File: src/rtl/bootrom_loader.sv
// Boot ROM to RAM block copier: reads WORDS words from the ROM port and writes them to RAM.
// Optional BOOTROM_LOADER_CHECKSUM_EN builds a running 32-bit sum of accepted writes.
module bootrom_loader #(
  parameter logic [31:0] SRC_BASE    = 32'h0000_0000,
  parameter logic [31:0] DST_BASE    = 32'h8000_0000,
  parameter int          WORDS       = 1024,
  parameter int          ROM_LATENCY = 2
) (
  input  logic        clk,
  input  logic        rst,
  input  logic        start,
  output logic        busy,
  output logic        done,
  output logic        rom_read_op,
  output logic [31:0] rom_addr,
  input  logic [31:0] rom_data,
  output logic        ram_write_op,
  output logic [31:0] ram_addr,
  output logic [31:0] ram_data,
  input  logic        ram_ready,
  output logic [15:0] word_idx,
  output logic [31:0] checksum
);
  typedef enum logic [2:0] {IDLE, ROM_REQ, ROM_WAIT, RAM_WRITE, DONE} state_e;

  localparam int            CW   = (ROM_LATENCY < 2) ? 1 : $clog2(ROM_LATENCY + 1);
  localparam logic [CW-1:0] LAT  = CW'(ROM_LATENCY);
  localparam logic [15:0]   LAST = 16'(WORDS - 1);

  state_e        state_q, state_d;
  logic [CW-1:0] cnt_q;
  logic [15:0]   idx_q;
  logic [31:0]   data_q;
  logic [31:0]   rom_addr_q;
  logic          start_ok, accept;

  assign start_ok = start && (state_q == IDLE || state_q == DONE);
  assign accept   = (state_q == RAM_WRITE) && ram_ready;

  always_ff @(posedge clk or negedge rst) begin
    if (!rst) state_q <= IDLE;
    else      state_q <= state_d;
  end

  always_comb begin
    state_d = state_q;
    case (state_q)
      IDLE, DONE: if (start) state_d = ROM_REQ;
      ROM_REQ:    state_d = ROM_WAIT;
      ROM_WAIT:   if (cnt_q == CW'(1)) state_d = RAM_WRITE;
      RAM_WRITE:  if (ram_ready) state_d = (idx_q == LAST) ? DONE : ROM_REQ;
      default:    state_d = IDLE;
    endcase
  end

  always_comb begin
    busy         = (state_q == ROM_REQ) || (state_q == ROM_WAIT) || (state_q == RAM_WRITE);
    done         = (state_q == DONE);
    rom_read_op  = (state_q == ROM_REQ);
    rom_addr     = rom_addr_q;
    ram_write_op = (state_q == RAM_WRITE);
    ram_addr     = '0;
    ram_data     = '0;
    if (state_q == RAM_WRITE) begin
      ram_addr = DST_BASE + {14'b0, idx_q, 2'b00};
      ram_data = data_q;
    end
    word_idx = idx_q;
  end

  // rom_addr_q tracks SRC_BASE + 4*idx so it is already valid in the ROM_REQ cycle
  always_ff @(posedge clk or negedge rst) begin
    if (!rst) begin
      cnt_q      <= '0;
      idx_q      <= '0;
      data_q     <= '0;
      rom_addr_q <= '0;
    end else if (start_ok) begin
      idx_q      <= '0;
      rom_addr_q <= SRC_BASE;
    end else begin
      case (state_q)
        ROM_REQ:  cnt_q <= LAT;
        ROM_WAIT: begin
          cnt_q <= cnt_q - CW'(1);
          if (cnt_q == CW'(1)) data_q <= rom_data;
        end
        RAM_WRITE: if (accept && idx_q != LAST) begin
          idx_q      <= idx_q + 16'd1;
          rom_addr_q <= rom_addr_q + 32'd4;
        end
        default: ;
      endcase
    end
  end

`ifdef BOOTROM_LOADER_CHECKSUM_EN
  logic [31:0] cs_q;
  always_ff @(posedge clk or negedge rst) begin
    if (!rst)          cs_q <= '0;
    else if (start_ok) cs_q <= '0;
    else if (accept)   cs_q <= cs_q + data_q;
  end
  assign checksum = cs_q;
`else
  assign checksum = 32'h0;
`endif

endmodule

File: config.mk
export PLATFORM = sky130hd
export DESIGN_NAME = bootrom_loader
export DESIGN_NICKNAME = d
export VERILOG_FILES = /design/src/rtl/bootrom_loader.sv
export SDC_FILE = /design/constraint.sdc
export NUM_CORES = 1
export LEC_CHECK = 0
export BUFFER_PORTS_ARGS = -buffer_cell sky130_fd_sc_hd__buf_2
export CAP_MARGIN = 10
export CORE_ASPECT_RATIO = 1.4
export CORE_UTILIZATION = 45
export DETAILED_ROUTE_END_ITERATION = 10
export PLACE_DENSITY_LB_ADDON = 0.15
export SYNTH_ARGS = -nofsm -noshare
export SYNTH_HDL_FRONTEND = slang
export SYNTH_SLANG_ARGS = --single-unit
File: constraint.sdc
create_clock -name clk -period 2.3 [get_ports clk]
set_input_delay 0.115 -clock clk [delete_from_list [all_inputs] [get_ports clk]]
set_output_delay 0.115 -clock clk [all_outputs]
set_load 0.05 [all_outputs]
After elaboration in Yosys (flattened, before gate mapping)
Cells that the tools add are included.
{"block": "classes", "add_sub_neg": 4, "mul": 0, "n_div": 0, "n_lt_le_gt_ge": 0, "n_eq_ne": 10, "n_shift": 0, "muxes": 14, "bitwise": 1, "reduce_logical": 15}
{"operator": "32-bit two-way mux", "n": 5}
{"operator": "16-bit two-way mux", "n": 3}
{"operator": "32-bit by 18-bit adder with 32-bit output (first input constant)", "n": 1}
{"operator": "32-bit by 3-bit adder with 32-bit output (second input constant)", "n": 1}
{"operator": "16-bit by 1-bit adder with 16-bit output (second input constant)", "n": 1}
{"operator": "16-bit by 10-bit equality test with 1-bit output (second input constant)", "n": 1}
{"operator": "16-bit by 10-bit inequality test with 1-bit output (second input constant)", "n": 1}
{"operator": "3-bit two-way mux", "n": 4}
{"operator": "3-bit case mux with 4 select lines", "n": 1}
{"operator": "3-bit by 2-bit equality test with 1-bit output (second input constant)", "n": 2}
{"operator": "3-bit AND reduction", "n": 2}
{"operator": "2-bit nonzero test", "n": 3}
{"operator": "2-bit inequality test (second input constant)", "n": 2}
{"operator": "2-bit case mux with 2 select lines", "n": 1}
{"operator": "2-bit AND reduction", "n": 2}
{"operator": "3-bit by 1-bit equality test with 1-bit output (second input constant)", "n": 1}
{"operator": "3-bit equality test (second input constant)", "n": 1}
{"operator": "1-bit logical AND", "n": 3}
{"operator": "3-bit logical NOT", "n": 1}
{"operator": "1-bit logical OR", "n": 3}
{"operator": "2-bit by 1-bit equality test with 1-bit output (second input constant)", "n": 1}
{"operator": "2-bit by 1-bit inequality test with 1-bit output (second input constant)", "n": 1}
{"operator": "2-bit OR reduction", "n": 1}
{"operator": "2-bit by 1-bit subtractor with 2-bit output (second input constant)", "n": 1}
{"operator": "1-bit NOT", "n": 1}
{"block": "word_totals", "reg_bits": 85, "latchBits": 0, "ram_bits": 0, "mem_bits_ro": 0, "in_bits": 36, "output_inout_bits": 148, "wordCells": 49, "mem_count": 0}

Depth between registers and ports, before layout
Gate-level depths: netlist of run 1.
{"block": "depth", "word_depth": 6, "depth_mapped": 8, "depth_no_buf": 6}

Worst setup path before layout of run 1
No wires, ideal clock.
{"block": "synth_timing", "kind": "register -> register", "from": "reg idx_q[0], in the netlist word_idx[0]", "to": "reg rom_addr_q[26], in the netlist rom_addr[26]", "setup_ps": 78, "arrival_time_ps": 2264, "required_time_ps": 2222, "setup_slack_ps": -43, "stages_incl_launch_ff": 8, "path_buffers": 1, "synth_period_minus_slack_ps": 2343, "cell_sequence": "dfrtp_1 ha_1 nand4_1 nor4_1 or4_1 buf_2 or3_1 a21oi_1"}
{"block": "synth_via", "elab_chain_cells": 4}
{"element": "from (decl)", "line": "32", "text": "logic [15:0] idx_q;"}
{"element": "from (signal assigned)", "line": "89", "text": "idx_q <= idx_q + 16'd1;"}
{"element": "16-bit by 10-bit inequality test with 1-bit output", "line": "88", "text": "RAM_WRITE: if (accept && idx_q != LAST) begin"}
{"element": "1-bit logical AND", "line": "88"}
{"element": "2-bit nonzero test (no line)"}
{"element": "2-bit AND reduction (no line)"}
{"element": "to (signal assigned)", "line": "90", "text": "rom_addr_q <= rom_addr_q + 32'd4;"}
{"element": "to (decl)", "line": "34", "text": "logic [31:0] rom_addr_q;"}
No other way between the ends.
A chain may end at the register's enable or synchronous reset.

Worst setup path in the final report of run 1
{"block": "layout_timing", "from": "reg idx_q[0], in the netlist word_idx[0]", "to": "reg rom_addr_q[23], in the netlist rom_addr[23]"}
The elaborated chain is that of the path after synthesis.

==> qor.txt, run 1 <==
worst hold path type - input pin to flip-flop
RSZ-0062 raised after global routing - no
first-pass GRT wire length - 15800 µm
cell with the largest stage delay on the worst path - sky130_fd_sc_hd__or3_1
share of synthesized registers carrying an async set or reset - 100%
GRT Residual Overflow - 0
fin crit period - 2090 ps
post-route cell area - 5640 µm²
number of iterations in the first detailed-routing pass - 4
area occupied by multi-input gates - 2210 µm²
number of port buffers - 134
count of cells along the worst hold path - 2
Residual DRC - 0
launching point of the worst reg2reg path - word_idx[0]
diode count - 0
all-layer global routing usage - 19.1%
worst-path maximum fanout - 7
number of H-tree levels - 3
# Post-CTS Setup Buffers - 0
number of core rows - 43
post-detail-place hpwl - 7340 µm
number of instances in the synthesized netlist - 461
critical path required time - 2550 ps
clock latency on the worst-skew pair - 330 ps
final number of setup-violating endpoints - 0
worst setup slack before clock tree synthesis - 97.1 ps
number of top-level pins - 184
Power per Cell Area - 1080 nW/µm²
Non-Filler Instances - 744
deepest clock path buffer count - 2
TritonCTS clock tree - yes
Detailed Route WL - 9920 µm
Die Y-Extent - 121 µm
number of routed nets with antenna violations - 0
Die X - 87.3 µm
Post-synth EDFFs - 0
Via Count - 3616
max_cap viols - 0
predominant post-synthesis flop cell - sky130_fd_sc_hd__dfrtp_1
placed cell count - 728
result of the run - completed
count of filler cells inserted in the layout - 970
Initial Utilization - 46.3%
clock transition time at the flip-flop clock pins of the worst setup and hold paths - 60 ps
IR Drop Worst-Case VDD - 423 µV
Largest stage delay, worst path - 490 ps
chain of cells forming the critical path - ha_1 > nand4_1 > buf_4 > nor4_4 > or3_1 > or3_1 > a21oi_1
initial antenna violation count - 0
Total Negative Setup Slacks - 0 ps
Critical Path Sink Type - flip-flop
share of synthesized area occupied by flip-flops and latches - 45.3%
area taken by flip-flops and latches - 2080 µm²
type of the setup path with the least slack - flip-flop to flip-flop
fraction of layout instances using a drive strength above 1 - 35.6%
Die Area - 10600 µm²
RR Endpoint - rom_addr[23]
core outline area - 9900 µm²
timing startpoint of the critical path - word_idx[0]
Placer Congestion - 0.790
data arrival time at the worst-slack endpoint - 2350 ps
worst setup slack after layout - 205 ps
wire per inst - 13.3 µm
Post-Synthesis Cell Area - 4580 µm²
clock skew - 5.79 ps
minimum setup slack among reg-to-reg paths - 210 ps
Critical Path Source Type - flip-flop
number of global-route vias before repair - 3356
Layout area overhead - 23.1%
Pins Over Slew Limit - 0
routed via count divided by cell count - 4.86
post-layout util - 57.0%
FMAX - 477 MHz
Reg2Reg Depth - 7
final period utilization - 91.1%
end of the critical path - rom_addr[23]
synthesis warning total - 0
number of failing hold endpoints at the final stage - 0
Post-DP Area - 5330 µm²
cell at the root of the clock tree - sky130_fd_sc_hd__clkbuf_16
post-synthesis area per instance - 9.94 µm²
initial DRC count - 157
clock net sink count - 83
Synth cell types - 42
count of state elements after synthesis - 83
pin count of the biggest net entering global routing - 84
Num CTS Buffers - 9
most prevalent standard cell on the critical path - sky130_fd_sc_hd__or3_1
static leakage - 2.87 nW
fin nets - 644
==> worst max-delay path, delay by kind of cell, from the launching register on <==
family	cells	cell delay, ps
AND/OR/NAND/NOR	4	1030
flip-flops	1	440
adder cells (fa/ha/maj)	1	230
AO/OA/AOI/OAI	1	160
buffers and inverters	1	150
==> area by class of cell <==
| class | count | area share (%) |
|---|---|---|
| clock inverters | 2 | 0.621 |
| repair buffers | 157 | 15.3 |
| flip-flops and latches | 83 | 36.9 |
| multi-input cells | 349 | 39.3 |
| clock buffers | 13 | 4.61 |
| inverters | 5 | 0.333 |
| well taps | 135 | 2.99 |
==> where the power goes <==
group	switching, mW	total (mW)	internal [mW]
logic	1.88	2.67	0.792
registers	0.204	2.04	1.84
clock network	0.511	1.40	0.892
==> state kept, by name, summed over array words and instances (netlist names) <==
name,count
data_q,32
rom_addr,30
word_idx,16
state_q,3
cnt_q,2
==> stage by stage <==
stage          total power [mW]  hold WS, ps
4_1_cts                    6.19         9.74
5_1_grt                    6.46         13.8
3_5_place_dp               4.76          181
2_1_floorplan              4.23         -181
6_report                   6.11         23.1
3_3_place_gp               4.71          182
==> per-layer routing <==
metal	up-vias	share of wire [%]	track usage, %
li1	1770	-	-
met1	1715	44	23.5
met2	120	49	31.8
met3	11	6.1	4.01
met4	0	1.7	8.30
met5	-	0	0
==> cells in the final DEF (no fill, tap or decap), types with 11 or more instances in the layout <==
cell type | Yosys | final
sky130_fd_sc_hd__conb_1 | 1 | 49
sky130_fd_sc_hd__nand4_1 | 15 | 15
sky130_fd_sc_hd__mux2_2 | 32 | 32
sky130_fd_sc_hd__dfrtp_1 | 83 | 78
sky130_fd_sc_hd__o21ai_0 | 13 | 13
sky130_fd_sc_hd__buf_4 | 52 | 22
sky130_fd_sc_hd__a21oi_1 | 11 | 11
sky130_fd_sc_hd__nand2_1 | 26 | 26
sky130_fd_sc_hd__nor2_1 | 37 | 37
sky130_fd_sc_hd__and2_1 | 51 | 51
sky130_fd_sc_hd__nand3_1 | 15 | 15
sky130_fd_sc_hd__xnor2_1 | 23 | 23
sky130_fd_sc_hd__buf_2 | 4 | 133
==> logic make-up after synthesis <==
kind of cell	Yosys count	synth area share [%]
other	1	0.0818
buffers and inverters	77	10.7
and+or+nand+nor	201	24.9
adders and majority gates	3	0.819
muxes	40	9.61
AOI/OAI and AO/OA	30	3.66
DFF	83	45.3
xor gates and xnor gates	26	4.97
==> cell usage after synthesis (3+ instances only) <==
| master | count | share of area, % |
|---|---|---|
| sky130_fd_sc_hd__a21oi_1 | 11 | 1.2 |
| sky130_fd_sc_hd__and2_1 | 51 | 7.0 |
| sky130_fd_sc_hd__and3_1 | 5 | 0.68 |
| sky130_fd_sc_hd__and4_1 | 4 | 0.76 |
| sky130_fd_sc_hd__buf_1 | 3 | 0.25 |
| sky130_fd_sc_hd__buf_2 | 4 | 0.44 |
| sky130_fd_sc_hd__buf_4 | 52 | 8.5 |
| sky130_fd_sc_hd__clkbuf_1 | 13 | 1.1 |
| sky130_fd_sc_hd__dfrtp_1 | 83 | 45 |
| sky130_fd_sc_hd__ha_1 | 3 | 0.82 |
| sky130_fd_sc_hd__inv_1 | 5 | 0.41 |
| sky130_fd_sc_hd__mux2_2 | 32 | 7.9 |
| sky130_fd_sc_hd__mux2i_1 | 8 | 1.7 |
| sky130_fd_sc_hd__nand2_1 | 26 | 2.1 |
| sky130_fd_sc_hd__nand3_1 | 15 | 1.6 |
| sky130_fd_sc_hd__nand4_1 | 15 | 2.0 |
| sky130_fd_sc_hd__nor2_1 | 37 | 3.0 |
| sky130_fd_sc_hd__nor3_1 | 10 | 1.1 |
| sky130_fd_sc_hd__nor3b_1 | 4 | 0.66 |
| sky130_fd_sc_hd__nor4_1 | 7 | 0.96 |
| sky130_fd_sc_hd__nor4b_1 | 3 | 0.57 |
| sky130_fd_sc_hd__o21ai_0 | 13 | 1.4 |
| sky130_fd_sc_hd__o31ai_1 | 3 | 0.49 |
| sky130_fd_sc_hd__or3_1 | 8 | 1.1 |
| sky130_fd_sc_hd__or4_1 | 4 | 0.66 |
| sky130_fd_sc_hd__xnor2_1 | 23 | 4.4 |
| sky130_fd_sc_hd__xor2_1 | 3 | 0.57 |
==> repair_timing <==
| item | in CTS | in global routing |
|---|---|---|
| gates resized for setup | 0 | 2 |
| hold endpoints to repair | 83 | 0 |
| hold buffers | 1 | 0 |
| setup endpoints to repair | 0 | 4 |
==> how the worst min path moves through the flow <==
stage	start	end	slack, ps
after global placement	rst	data_q[23]	180
final	rom_data[22]	data_q[22]	20
after floorplan	rst	cnt_q[0]	-180
after global routing	rom_data[17]	data_q[17]	10
after detailed placement	rst	data_q[23]	180
after CTS	ram_ready	state_q[1]	10
No activity file was read; power rests on OpenSTA's default activity.
==> run 2: changes to the inputs <==
- CORE_ASPECT_RATIO: 1.4 -> 0.9
- PLACE_DENSITY: unset -> 0.75
- PLACE_DENSITY_LB_ADDON: 0.15 -> unset
==> run 2 against run 1 <==
Sequential cell count unchanged. Critical path type unchanged. First-iteration DRC count decreased by 11%. Utilization increased by 0.54 points. Combinational power increased by 1%. Final cell count decreased by 1.3%. Via count increased by 3.0%. Count of clock-buffer cells in the layout decreased by 3.
==> qor.txt, run 2 (synthesis gave the netlist of run 1 again) <==
final period utilization - 92.3%
Initial Utilization - 46.8%
IR Drop Worst-Case VDD - 543 µV
Via Count - 3726
number of routed nets with antenna violations - 0
most common cell after layout, fill and taps aside - sky130_fd_sc_hd__buf_2
max-slew headroom at the worst pin - 66.5%
static leakage - 2.87 nW
RSZ-0062 raised after global routing - no
clock transition time at the flip-flop clock pins of the worst setup and hold paths - 60 ps
TritonCTS clock tree - yes
Num CTS Buffers - 9
initial DRC count - 140
Critical Path Source Type - flip-flop
fin crit period - 2120 ps
max_cap viols - 0
Total Negative Setup Slacks - 0 ps
number of iterations in the first detailed-routing pass - 4
Global Route met1 Usage - 28.4%
worst hold path type - input pin to flip-flop
pin count of the biggest net entering global routing - 41
Pins Over Slew Limit - 0
first-pass GRT wire length - 18000 µm
global route hottest layer - met2
core outline area - 9780 µm²
diode count - 0
Die Y-Extent - 97.7 µm
Critical Path Sink Type - flip-flop
Die X - 108 µm
global-route track usage on met3 - 2.67%
data arrival time at the worst-slack endpoint - 2370 ps
Die Area - 10600 µm²
clock skew - 8.96 ps
critical path required time - 2550 ps
deepest clock path buffer count - 2
type of the setup path with the least slack - flip-flop to flip-flop
Power per Cell Area - 1110 nW/µm²
worst-path maximum fanout - 7
number of top-level pins - 184
fin nets - 643
worst hold slack after final layout - 8.62 ps
result of the run - completed
fraction of layout instances using a drive strength above 1 - 35.5%
Placer Congestion - 0.820
number of failing hold endpoints at the final stage - 0
post-detail-place hpwl - 7950 µm
Residual DRC - 0
Layout area overhead - 22.8%
Least-Margin Pin Slew - 502 ps
number of flip-flops under the largest register name - 32
met2 GRT Util - 36.0%
cell at the root of the clock tree - sky130_fd_sc_hd__clkbuf_16
GRT Residual Overflow - 0
number of global-route vias before repair - 3607
Detailed Route WL - 10800 µm
FMAX - 471 MHz
clock net sink count - 83
clock latency on the worst-skew pair - 330 ps
all-layer global routing usage - 21.5%
number of H-tree levels - 3
largest reg by FF count - data_q
number of port buffers - 134
number of core rows - 34
wire per inst - 14.6 µm
final number of setup-violating endpoints - 0
count of filler cells inserted in the layout - 885
initial antenna violation count - 0
routed via count divided by cell count - 5.08
most frequent cells in the layout - sky130_fd_sc_hd__buf_2 (133), sky130_fd_sc_hd__dfrtp_1 (78), sky130_fd_sc_hd__and2_1 (51), sky130_fd_sc_hd__conb_1 (49), sky130_fd_sc_hd__nor2_1 (37)
-- run 2: cell types whose count changed in the layout (fill, tap and decap cells not counted), sizes merged --
cell,before,now
clkbuf,13,10
bufinv,1,2
buf,156,155
clkinv,1,3
-- run 2: per-layer routing --
layer	part of all wire (%)	vias to the layer above
met3	4.6	21
met5	0	-
met1	43	1818
met2	50	120
li1	-	1767
met4	2.4	0
-- run 2: stage by stage --
stage | instance area [µm²] | util, % | power [mW] | instances | setup slack, ps
2_1_floorplan | 4770 | - | 4.23 | 509 | 9.93
3_3_place_gp | 5310 | 54.2 | 4.72 | 718 | 241
3_5_place_dp | 5310 | 54.2 | 4.81 | 718 | 146
4_1_cts | 5630 | 57.5 | 6.31 | 734 | 126
5_1_grt | 5630 | 57.5 | 6.60 | 734 | 64.2
6_report | 5630 | 57.5 | 6.27 | 734 | 177
-- run 2: final timing paths --
check	startpoint	endpoint	slack, ps	depth (start not counted)
hold / removal	rom_data[3]	data_q[3]	9	2
min in group asynchronous	rst	rom_addr[15]	300	2
max in group asynchronous	rst	data_q[10]	1300	3
setup reg to reg	rom_addr[7]	rom_addr[31]	180	5
hold reg to reg	data_q[24]	data_q[24]	500	1
setup / recovery	rom_addr[7]	rom_addr[31]	180	5
-- run 2: worst max-delay path, stage by stage (launching register included) --
cell and delay, ps:
sky130_fd_sc_hd__dfrtp_1 410, sky130_fd_sc_hd__and4_2 300, sky130_fd_sc_hd__nand3_1 220, sky130_fd_sc_hd__or3_4 470, sky130_fd_sc_hd__or4_1 490, sky130_fd_sc_hd__a21oi_1 160
-- run 2: area by class of cell --
type | instances | area, µm² | share of cell area [%]
clock inverters | 5 | 78.8 | 1.40
well taps | 126 | 158 | 2.80
repair buffers | 156 | 853 | 15.2
clock buffers | 10 | 229 | 4.07
multi-input cells | 349 | 2210 | 39.2
inverters | 5 | 18.8 | 0.333
flip-flops and latches | 83 | 2080 | 37.0
-- run 2: report_power, final --
| part | switching, mW | total (mW) | internal (mW) |
|---|---|---|---|
| combinational | 1.91 | 2.71 | 0.797 |
| clock | 0.559 | 1.50 | 0.943 |
| sequential | 0.219 | 2.05 | 1.84 |
| total | 2.69 | 6.27 | 3.58 |
-- run 2: what timing repair did --
| item | in CTS | in global routing |
|---|---|---|
| buffers inserted | 0 | 0 |
| endpoints found under the hold margin | 38 | 0 |
| gates resized for setup | 0 | 1 |
| hold buffers | 1 | 0 |
| setup endpoints to repair | 0 | 3 |
